$ cat src/rtl/multi_leg_deadtime_pkg.sv
// Shared definitions for the multi-leg dead-time generator: leg state encoding,
// gate-pair payload and default parameter values.
package multi_leg_deadtime_pkg;

  localparam int unsigned DEF_NUM_LEGS     = 3;
  localparam int unsigned DEF_CNT_W        = 8;
  localparam int unsigned DEFAULT_DT_COUNT = 4;

  typedef enum logic [1:0] {
    ST_IDLE = 2'd0,
    ST_DEAD = 2'd1,
    ST_HI   = 2'd2,
    ST_LO   = 2'd3
  } leg_state_e;

  typedef struct packed {
    logic q1;
    logic q2;
  } gate_pair_t;

endpackage

$ cat src/rtl/multi_leg_deadtime_if.sv
// Command/status bundle between a controller and the dead-time generator.
interface multi_leg_deadtime_if
  import multi_leg_deadtime_pkg::*;
#(
  parameter int unsigned NUM_LEGS = DEF_NUM_LEGS,
  parameter int unsigned CNT_W    = DEF_CNT_W
);

  logic                EN;
  logic [CNT_W-1:0]    DT_COUNT;
  logic [NUM_LEGS-1:0] Sin;
  logic                FAULT;
  logic                FAULT_CLR;
  logic [NUM_LEGS-1:0] Q1;
  logic [NUM_LEGS-1:0] Q2;
  logic                FAULT_LATCHED;

  modport master (
    output EN, DT_COUNT, Sin, FAULT, FAULT_CLR,
    input  Q1, Q2, FAULT_LATCHED
  );

  modport slave (
    input  EN, DT_COUNT, Sin, FAULT, FAULT_CLR,
    output Q1, Q2, FAULT_LATCHED
  );

endinterface

$ cat src/rtl/multi_leg_deadtime_leg.sv
// Single half-bridge leg: IDLE/DEAD/HI/LO state machine with a per-leg
// dead-time counter and registered gate drives.
module deadtime_leg
  import multi_leg_deadtime_pkg::*;
#(
  parameter int unsigned CNT_W = DEF_CNT_W
) (
  input  logic             CLK,
  input  logic             RST,
  input  logic             halt,
  input  logic             s,
  input  logic [CNT_W-1:0] dt_count,
  output logic             q1,
  output logic             q2
);

  leg_state_e       state;
  logic [CNT_W-1:0] cnt;
  logic [CNT_W-1:0] dt_lat;
  gate_pair_t       gates;

  // Gates are only ever set together with HI/LO, so both can never be high at once.
  always_ff @(posedge CLK) begin
    if (RST) begin
      state  <= ST_IDLE;
      cnt    <= '0;
      dt_lat <= '0;
      gates  <= '0;
    end else if (halt) begin
      state <= ST_IDLE;
      gates <= '0;
    end else begin
      case (state)
        ST_IDLE: begin
          state  <= ST_DEAD;
          cnt    <= '0;
          dt_lat <= dt_count;
          gates  <= '0;
        end
        ST_DEAD: begin
          // Equality against the latched value; counter never passes it, so no wrap.
          if (cnt == dt_lat) begin
            state <= s ? ST_HI : ST_LO;
            gates <= '{q1: s, q2: ~s};
          end else begin
            cnt <= cnt + CNT_W'(1);
          end
        end
        ST_HI: begin
          if (!s) begin
            state  <= ST_DEAD;
            cnt    <= '0;
            dt_lat <= dt_count;
            gates  <= '0;
          end
        end
        ST_LO: begin
          if (s) begin
            state  <= ST_DEAD;
            cnt    <= '0;
            dt_lat <= dt_count;
            gates  <= '0;
          end
        end
        default: begin
          state <= ST_IDLE;
          gates <= '0;
        end
      endcase
    end
  end

  assign q1 = gates.q1;
  assign q2 = gates.q2;

endmodule

$ cat src/rtl/multi_leg_deadtime.sv
// Multi-leg dead-time generator: NUM_LEGS independent legs sharing enable,
// dead-time setting and a latched fault shutdown.
module multi_leg_deadtime
  import multi_leg_deadtime_pkg::*;
#(
  parameter int unsigned NUM_LEGS = DEF_NUM_LEGS,
  parameter int unsigned CNT_W    = DEF_CNT_W
) (
  input logic                 CLK,
  input logic                 RST,
  multi_leg_deadtime_if.slave bus
);

  logic                fault_latched;
  logic                halt_c;
  logic [NUM_LEGS-1:0] q1_w;
  logic [NUM_LEGS-1:0] q2_w;

  // A fault clear is honoured only when the fault input itself is low.
  always_ff @(posedge CLK) begin
    if (RST) begin
      fault_latched <= 1'b0;
    end else if (bus.FAULT) begin
      fault_latched <= 1'b1;
    end else if (bus.FAULT_CLR) begin
      fault_latched <= 1'b0;
    end
  end

  // Live fault, latched fault and disable all force the legs back to IDLE.
  assign halt_c = bus.FAULT | fault_latched | ~bus.EN;

  for (genvar i = 0; i < NUM_LEGS; i++) begin : g_leg
    deadtime_leg #(
      .CNT_W (CNT_W)
    ) u_leg (
      .CLK      (CLK),
      .RST      (RST),
      .halt     (halt_c),
      .s        (bus.Sin[i]),
      .dt_count (bus.DT_COUNT),
      .q1       (q1_w[i]),
      .q2       (q2_w[i])
    );
  end

  assign bus.Q1            = q1_w;
  assign bus.Q2            = q2_w;
  assign bus.FAULT_LATCHED = fault_latched;

endmodule

$ cat src/flat_wrapper.sv
// flat-port wrapper written by rule: the top's interface ports become plain ports
module multi_leg_deadtime_flat import multi_leg_deadtime_pkg::*;
#(
  parameter int unsigned NUM_LEGS = DEF_NUM_LEGS,
  parameter int unsigned CNT_W    = DEF_CNT_W
)
  (CLK, RST, bus_EN, bus_DT_COUNT, bus_Sin, bus_FAULT, bus_FAULT_CLR, bus_Q1, bus_Q2, bus_FAULT_LATCHED);
  multi_leg_deadtime_if #(.NUM_LEGS(NUM_LEGS), .CNT_W(CNT_W)) bus_i ();
  input logic CLK;
  input logic RST;
  input wire logic [$bits(bus_i.EN)-1:0] bus_EN;
  input wire logic [$bits(bus_i.DT_COUNT)-1:0] bus_DT_COUNT;
  input wire logic [$bits(bus_i.Sin)-1:0] bus_Sin;
  input wire logic [$bits(bus_i.FAULT)-1:0] bus_FAULT;
  input wire logic [$bits(bus_i.FAULT_CLR)-1:0] bus_FAULT_CLR;
  output wire logic [$bits(bus_i.Q1)-1:0] bus_Q1;
  output wire logic [$bits(bus_i.Q2)-1:0] bus_Q2;
  output wire logic [$bits(bus_i.FAULT_LATCHED)-1:0] bus_FAULT_LATCHED;
  assign bus_i.EN = bus_EN;
  assign bus_i.DT_COUNT = bus_DT_COUNT;
  assign bus_i.Sin = bus_Sin;
  assign bus_i.FAULT = bus_FAULT;
  assign bus_i.FAULT_CLR = bus_FAULT_CLR;
  assign bus_Q1 = bus_i.Q1;
  assign bus_Q2 = bus_i.Q2;
  assign bus_FAULT_LATCHED = bus_i.FAULT_LATCHED;
  multi_leg_deadtime #(.NUM_LEGS(NUM_LEGS), .CNT_W(CNT_W)) u_core (.CLK(CLK), .RST(RST), .bus(bus_i));
endmodule
$ cat config.mk
export PLATFORM = sky130hd
export DESIGN_NAME = multi_leg_deadtime_flat
export DESIGN_NICKNAME = d
export VERILOG_FILES = /design/src/rtl/multi_leg_deadtime_pkg.sv /design/src/rtl/multi_leg_deadtime_if.sv /design/src/rtl/multi_leg_deadtime_leg.sv /design/src/rtl/multi_leg_deadtime.sv /design/src/flat_wrapper.sv
export SDC_FILE = /design/constraint.sdc
export NUM_CORES = 1
export LEC_CHECK = 0
export ABC_AREA = 1
export BUFFER_PORTS_ARGS = -buffer_cell sky130_fd_sc_hd__buf_2
export CAP_MARGIN = 30
export CORE_ASPECT_RATIO = 2
export CORE_UTILIZATION = 40
export CTS_CLUSTER_SIZE = 16
export DETAILED_ROUTE_END_ITERATION = 8
export PLACE_DENSITY = 0.59
export SYNTH_ARGS = -nofsm -noshare
export SYNTH_HDL_FRONTEND = slang
export SYNTH_SLANG_ARGS = --single-unit
$ cat constraint.sdc
create_clock -name CLK -period 1.6 [get_ports CLK]
set_input_delay 0.32 -clock CLK [delete_from_list [all_inputs] [get_ports CLK]]
set_output_delay 0.32 -clock CLK [all_outputs]
set_load 0.005 [all_outputs]
==> results of run 1 <==
==> cell type report <==
cell class / instances / area, um^2
Timing Repair Buffer: 34 / 213
Tap cell: 96 / 120
Sequential cell: 61 / 1220
Inverter: 57 / 221
Fill cell: 817 / 4150
Clock buffer: 13 / 270
Clock inverter: 1 / 30.0
Multi-Input combinational cell: 332 / 1830
==> routing by layer <==
| layer | up-vias | track usage | share of wire |
|---|---|---|---|
| met5 | - | 0 | 0 |
| met4 | 0 | 0.0910 | 0.029 |
| met3 | 16 | 0.0399 | 0.023 |
| met2 | 34 | 0.346 | 0.55 |
| met1 | 1368 | 0.210 | 0.39 |
| li1 | 1541 | - | - |
==> how the worst min path moves through the flow <==
| stage | from | to | slack, ns | cells past startpoint |
|---|---|---|---|---|
| finish | bus_FAULT_CLR | u_core.bus.FAULT_LATCHED | 0.23 | 4 |
| global route | bus_FAULT_CLR | u_core.bus.FAULT_LATCHED | 0.27 | 4 |
| CTS | bus_FAULT_CLR | u_core.bus.FAULT_LATCHED | 0.23 | 4 |
| detailed placement | u_core.g_leg[2].u_leg.q1 | u_core.g_leg[2].u_leg.q1 | 0.46 | 2 |
| global placement | u_core.g_leg[1].u_leg.q2 | u_core.g_leg[1].u_leg.q2 | 0.45 | 2 |
| floorplan | u_core.g_leg[0].u_leg.q2 | u_core.g_leg[0].u_leg.q2 | 0.44 | 2 |
==> flip-flops by register name, summed over array words and instances, names as in the netlist <==
signal	count
u_core.bus.FAULT_LATCHED	1
u_core.g_leg.u_leg.cnt	24
u_core.g_leg.u_leg.dt_lat	24
u_core.g_leg.u_leg.q1	3
u_core.g_leg.u_leg.q2	3
u_core.g_leg.u_leg.state	6
==> metrics by stage <==
step	instance area, um^2	hold slack, ns	util	setup slack, ns	power [mW]
finish	3910	0.234	0.485	0.139	4.02
global route	3910	0.265	0.485	0.0108	4.19
CTS	3910	0.233	0.485	0.135	4.07
detailed placement	3610	0.455	0.448	0.0793	2.10
global placement	3610	0.448	0.448	0.0927	2.09
floorplan	3360	0.439	-	0.313	1.98
==> placed cells by master (no fill, tap or decap), types with 2 or more instances in the layout <==
cell       Yosys  routed
a21oi_1       39      39
a21oi_2        7       7
a311oi_1       3       3
a31oi_1        2       2
buf_2          2      22
buf_4          6      11
clkbuf_16      0       9
clkbuf_8       0       3
dfxtp_1       61      58
dfxtp_2        0       3
ha_1           3       3
inv_1         45      45
inv_2         11      11
nand2_1      109     109
nand2_2       12      12
nand2_4        5       5
nand3_1       20      20
nand3_2        7       7
nand3_4        2       2
nand4_1        4       4
nor2_1        42      42
nor2_2         6       6
nor2_4         7       7
nor3b_1        6       6
o211ai_1       2       2
o21ai_0       27      27
o21ai_1        2       2
xnor2_1       16      16
==> critical path, delay by kind of cell, from the launching register on <==
family | cells | cell delay (ns)
compound gates | 2 | 0.21
fa+ha+maj | 1 | 0.23
flops | 1 | 0.42
simple gates | 6 | 0.52
==> power by group through the flow <==
stage / Sequential (mW) / Combinational (mW) / Clock, mW
floorplan: 1.64 / 0.339 / 0
detailed placement: 1.65 / 0.449 / 0
global placement: 1.65 / 0.445 / 0
global route: 1.62 / 0.499 / 2.07
CTS: 1.62 / 0.451 / 2.00
finish: 1.62 / 0.446 / 1.96
==> cell usage after synthesis, drive strengths merged (4+ instances only) <==
| cell type | count | share of area |
|---|---|---|
| buf | 10 | 0.021 |
| nand2 | 127 | 0.17 |
| nand4 | 4 | 0.0075 |
| nand3 | 29 | 0.061 |
| xnor2 | 16 | 0.042 |
| o21ai | 29 | 0.043 |
| inv | 57 | 0.066 |
| dfxtp | 61 | 0.36 |
| nor3b | 6 | 0.013 |
| a21oi | 46 | 0.076 |
| nor2 | 56 | 0.088 |
==> cells by family after synthesis <==
family / Yosys count / synth area share
XOR/XNOR: 17 / 0.0444
buffers and inverters: 70 / 0.0906
AND/OR/NAND/NOR: 226 / 0.344
adder cells (fa/ha/maj): 3 / 0.0112
flip-flops: 61 / 0.364
AO/OA/AOI/OAI: 86 / 0.146
==> qor.txt, run 1 <==
Status = completed
Routed WL = 7740 um
Internal = 3.05 mW
Mapped cell area = 0.00336 mm^2
Clock power frac = 0.486
Worst setup path category = flop to flop
Std-Cell Rows = 46
Worst Max-Slew Pin Slew = 0.312 ns
DR vias = 2,959
Post-Syn Instances = 463
Power per Cell Area = 1030 mW/mm^2
Initial Util = 0.417
Fin Setup TNS = 0 ns
IO Pins = 23
Gate power share = 0.111
Die Ht = 132 um
Final setup viols = 0
Fmax = 684 MHz
Fraction of registers with async set/reset = 0
Top FF cell, synth = dfxtp_1
First-pass GRT wire length = 12,900 um
Remaining antenna violation count = 0
Slowest stage delay, CP = 0.42 ns
Seq/Total Area, Yosys = 0.364
1st-pass router iterations = 4
TritonCTS clock tree = built
Vias in the first global route = 2,809
Net Sw Frac = 0.241
Die width = 66.8 um
Pin count of the biggest net entering global routing = 20
Number of post-CTS setup repair buffers = 0
Total Routing Usage GR = 0.195
RSZ-0062 raised after global routing = false
Headroom to the max-slew limit = 0.792
Part of the cycle the worst path needs = 0.913
WP data arrival = 1.72 ns
Fin. Hold Viols = 0
Worst skew pair latency = 0.32 ns
Reg2reg setup slack = 0.14 ns
Residual DRC count = 0
Clock transition at the registers of the reported paths = 0.05 ns
Wire per inst = 13.0 um
Yosys cell types = 41
Max cap viols = 0
Input/output buffers = 22
Critical Path Sink Type = flop
Maximum vdd drop = 0.616 mV
Post-Route Skew = 0.00475 ns
Worst-path maximum fanout = 5
Crit path cell chain = ha_1 -> nand3_1 -> nor2_1 -> nand2_1 -> a21oi_1 -> o21ai_0 -> nand2_1 -> nand2_1 -> nor2_1
Startpoint Class = flop
P&R area growth vs syn = 16.5%
Slew Limit Fails = 0
Root Driver = clkbuf_16
Setup crit start = u_core.g_leg[1].u_leg.cnt[1]
Synthesized area per cell = 7.25 um^2
# nets final = 514
Flop pwr share = 0.403
Synthesized Nets = 482
Sink Count = 61
Hold_buf cts = 0
Die area = 0.00879 mm^2
Synth Warn # = 0
FF-to-FF path depth = 9
Post-placement cell count = 580
P_leak = 1.60 nW
Final worst path period need = 1.46 ns
CTS max path bufs = 2
Initial antenna violation count = 0
CP Capture Point = u_core.g_leg[1].u_leg.cnt[6]
P_sw = 0.970 mW
Hold Path Class = input port to flop
Number of synthesized flops with an enable pin = 0
Most used cell, CP = nand2_1
Share of cells above drive strength 1 = 0.225
Core region area = 0.00806 mm^2
Post-CTS Resized = 0
Inserted Diodes = 0
R2R Path End = u_core.g_leg[1].u_leg.cnt[6]
FF-to-FF Start = u_core.g_leg[1].u_leg.cnt[1]
Num CTS Buffers = 9
Max stage delay cell, worst path = dfxtp_1
Post-route insts no fill = 594
Dpl hpwl = 6020 um
Number of synthesized register bits = 61
Starting DRT DRC Count = 128
Crit path required time = 1.86 ns
GR Overflow Total = 0
Routability cong. = 0.776
Vias/cell = 4.98
CTS H-Tree Depth = 3
Power figures use the tool's default switching activity.
==> run 2, diff against run 1 <==
--- a/config.mk
+++ b/config.mk
@@ -13,6 +13,7 @@
 export CTS_CLUSTER_SIZE = 16
 export DETAILED_ROUTE_END_ITERATION = 8
 export PLACE_DENSITY = 0.59
+export SETUP_SLACK_MARGIN = 0.2
 export SYNTH_ARGS = -nofsm -noshare
 export SYNTH_HDL_FRONTEND = slang
 export SYNTH_SLANG_ARGS = --single-unit
==> qor.txt, run 2 (same netlist as run 1, synthesis figures left out) <==
Dpl hpwl = 6020 um (unchanged)
Hold_buf cts = 0 (unchanged)
Fmax = 719 MHz (was 684 MHz)
Residual DRC count = 0 (unchanged)
Hold Path Class = input port to flop (unchanged)
Post-route insts no fill = 616 (was 594)
Crit path required time = 1.81 ns (was 1.86 ns)
Worst setup path category = flop to flop (unchanged)
Final worst path period need = 1.39 ns (was 1.46 ns)
Initial Util = 0.417 (unchanged)
Headroom to the max-slew limit = 0.808 (was 0.792)
Worst hold slack = 0.234 ns (about the same)
Die width = 66.8 um (unchanged)
Status = completed (unchanged)
Remaining antenna violation count = 0 (unchanged)
Sink Count = 61 (unchanged)
Hold depth = 4 (unchanged)
Startpoint Class = flop (unchanged)
Post-placement cell count = 580 (unchanged)
Commonest non-fill, non-tap cells in the layout = nand2_1, inv_1, a21oi_1 (was nand2_1, dfxtp_1, inv_1)
Worst-path maximum fanout = 7 (was 5)
IO Pins = 23 (unchanged)
WP buf/inv = 3 (was 0)
Routability cong. = 0.776 (unchanged)
Biggest regs = u_core.g_leg.u_leg.cnt x24, u_core.g_leg.u_leg.dt_lat x24, u_core.g_leg.u_leg.state x6 (unchanged)
P&R area growth vs syn = 29.2% (was 16.5%)
Vias/cell = 5.04 (was 4.98)
Std-Cell Rows = 46 (unchanged)
Routed WL = 8370 um (was 7740 um)
Worst Max-Slew Pin Slew = 0.287 ns (was 0.312 ns)
Initial antenna violation count = 0 (unchanged)
Maximum vdd drop = 0.633 mV (was 0.616 mV)
Critical Path Sink Type = flop (unchanged)
Worst path depth = 7 (was 9)
Die Ht = 132 um (unchanged)
Root Driver = clkbuf_16 (unchanged)
Worst skew pair latency = 0.32 ns (about the same)
Slowest stage delay, CP = 0.34 ns (was 0.42 ns)
Vias in the first global route = 2,812 (was 2,809)
First-pass GRT wire length = 12,900 um (unchanged)
Pin count of the biggest net entering global routing = 20 (unchanged)
RSZ-0062 raised after global routing = true (was false)
Commonest non-fill, non-tap cell in the layout = nand2_1 (unchanged)
Total Routing Usage GR = 0.195 (unchanged)
Inserted Diodes = 0 (unchanged)
Slew Limit Fails = 0 (unchanged)
Num CTS Buffers = 9 (unchanged)
Fin. Hold Viols = 0 (unchanged)
TritonCTS clock tree = built (unchanged)
Part of the cycle the worst path needs = 0.869 (was 0.913)
CTS H-Tree Depth = 3 (unchanged)
Clock transition at the registers of the reported paths = 0.05 ns (about the same)
Crit path cell chain = inv_2 -> nor2_4 -> clkinvlp_4 -> nand2_4 -> inv_4 -> o21ai_1 -> a21oi_1 (was ha_1 -> nand3_1 -> nor2_1 -> nand2_1 -> a21oi_1 -> o21ai_0 -> nand2_1 -> nand2_1 -> nor2_1)
Max stage delay cell, worst path = dfxtp_2 (was dfxtp_1)
Starting DRT DRC Count = 137 (was 128)
Wire per inst = 13.6 um (was 13.0 um)
# nets final = 536 (was 514)
Share of cells above drive strength 1 = 0.373 (was 0.225)
P_leak = 1.75 nW (was 1.60 nW)
CTS max path bufs = 2 (unchanged)
Power per Cell Area = 949 mW/mm^2 (was 1030 mW/mm^2)
Input/output buffers = 22 (unchanged)
Die area = 0.00879 mm^2 (unchanged)
Post-Route Skew = 0.00449 ns (was 0.00475 ns)
DR vias = 3,106 (was 2,959)
Final setup viols = 0 (unchanged)
WP data arrival = 1.60 ns (was 1.72 ns)
Core region area = 0.00806 mm^2 (unchanged)
FF-to-FF path depth = 7 (was 9)
Design area = 0.00434 mm^2 (was 0.00391 mm^2)
Max cap viols = 0 (unchanged)
1st-pass router iterations = 7 (was 4)
Cell Area, Placed = 0.00361 mm^2 (unchanged)
Fillers = 770 (was 817)
Fin Setup TNS = 0 ns (unchanged)
GR Overflow Total = 0 (unchanged)
Crit-path leading delay family = buffers and inverters (was simple AND/OR/NAND/NOR gates)
-- run 2: cell types whose count changed in the layout (fill, tap and decap cells not counted), sizes merged --
cell / before / now
clkinv: 0 / 1
clkinvlp: 0 / 1
buf: 34 / 55
inv: 57 / 55
nand2: 127 / 128
-- run 2: final cells by class --
cell class | count | area (um^2) | share of cell area
Sequential cell | 61 | 1280 | 0.295
Inverter | 57 | 238 | 0.0548
Clock buffer | 13 | 270 | 0.0623
Timing Repair Buffer | 55 | 394 | 0.0909
Multi-Input combinational cell | 333 | 2000 | 0.462
Clock inverter | 1 | 30.0 | 0.00692
Tap cell | 96 | 120 | 0.0277
-- run 2: worst register-to-register path: cells and delay by family, from the launching register on --
family	cells	cell delay (ns)
buffers and inverters	3	0.38
AND/OR/NAND/NOR	2	0.36
flip-flops	1	0.34
AO/OA/AOI/OAI	2	0.20
-- run 2: repair_timing --
| item | in CTS | in global routing |
|---|---|---|
| gates cloned | 0 | 1 |
| hold endpoints to repair | 0 | 0 |
| pin swaps | 1 | 36 |
| setup buffers | 0 | 21 |
| gates resized for setup | 10 | 87 |
| setup endpoints to repair | 8 | 55 |
-- run 2: metal layers --
metal	part of all wire	track usage
met2	0.56	0.346
met5	0	0
met1	0.38	0.210
met3	0.028	0.0399
met4	0.027	0.0910
-- run 2: worst paths after layout --
path              slack, ns                              end                           start
setup / recovery       0.21  u_core.g_leg[1].u_leg.dt_lat[4]  u_core.g_leg[1].u_leg.state[0]
setup reg to reg       0.21  u_core.g_leg[1].u_leg.dt_lat[4]  u_core.g_leg[1].u_leg.state[0]
hold / removal         0.23         u_core.bus.FAULT_LATCHED                   bus_FAULT_CLR
hold reg to reg        0.46     u_core.g_leg[0].u_leg.cnt[0]    u_core.g_leg[0].u_leg.cnt[0]
-- run 2: stage by stage --
step | utilization | total power, mW | setup WS, ns
after floorplan | - | 1.98 | 0.313
after global placement | 0.448 | 2.09 | 0.0927
after detailed placement | 0.448 | 2.10 | 0.0793
after CTS | 0.487 | 4.07 | 0.205
after global routing | 0.538 | 4.28 | 0.120
final | 0.538 | 4.11 | 0.209
-- run 2: power breakdown --
part,switching [mW],internal (mW)
clock,0.641,1.31
combinational,0.330,0.215
sequential,0.0473,1.57
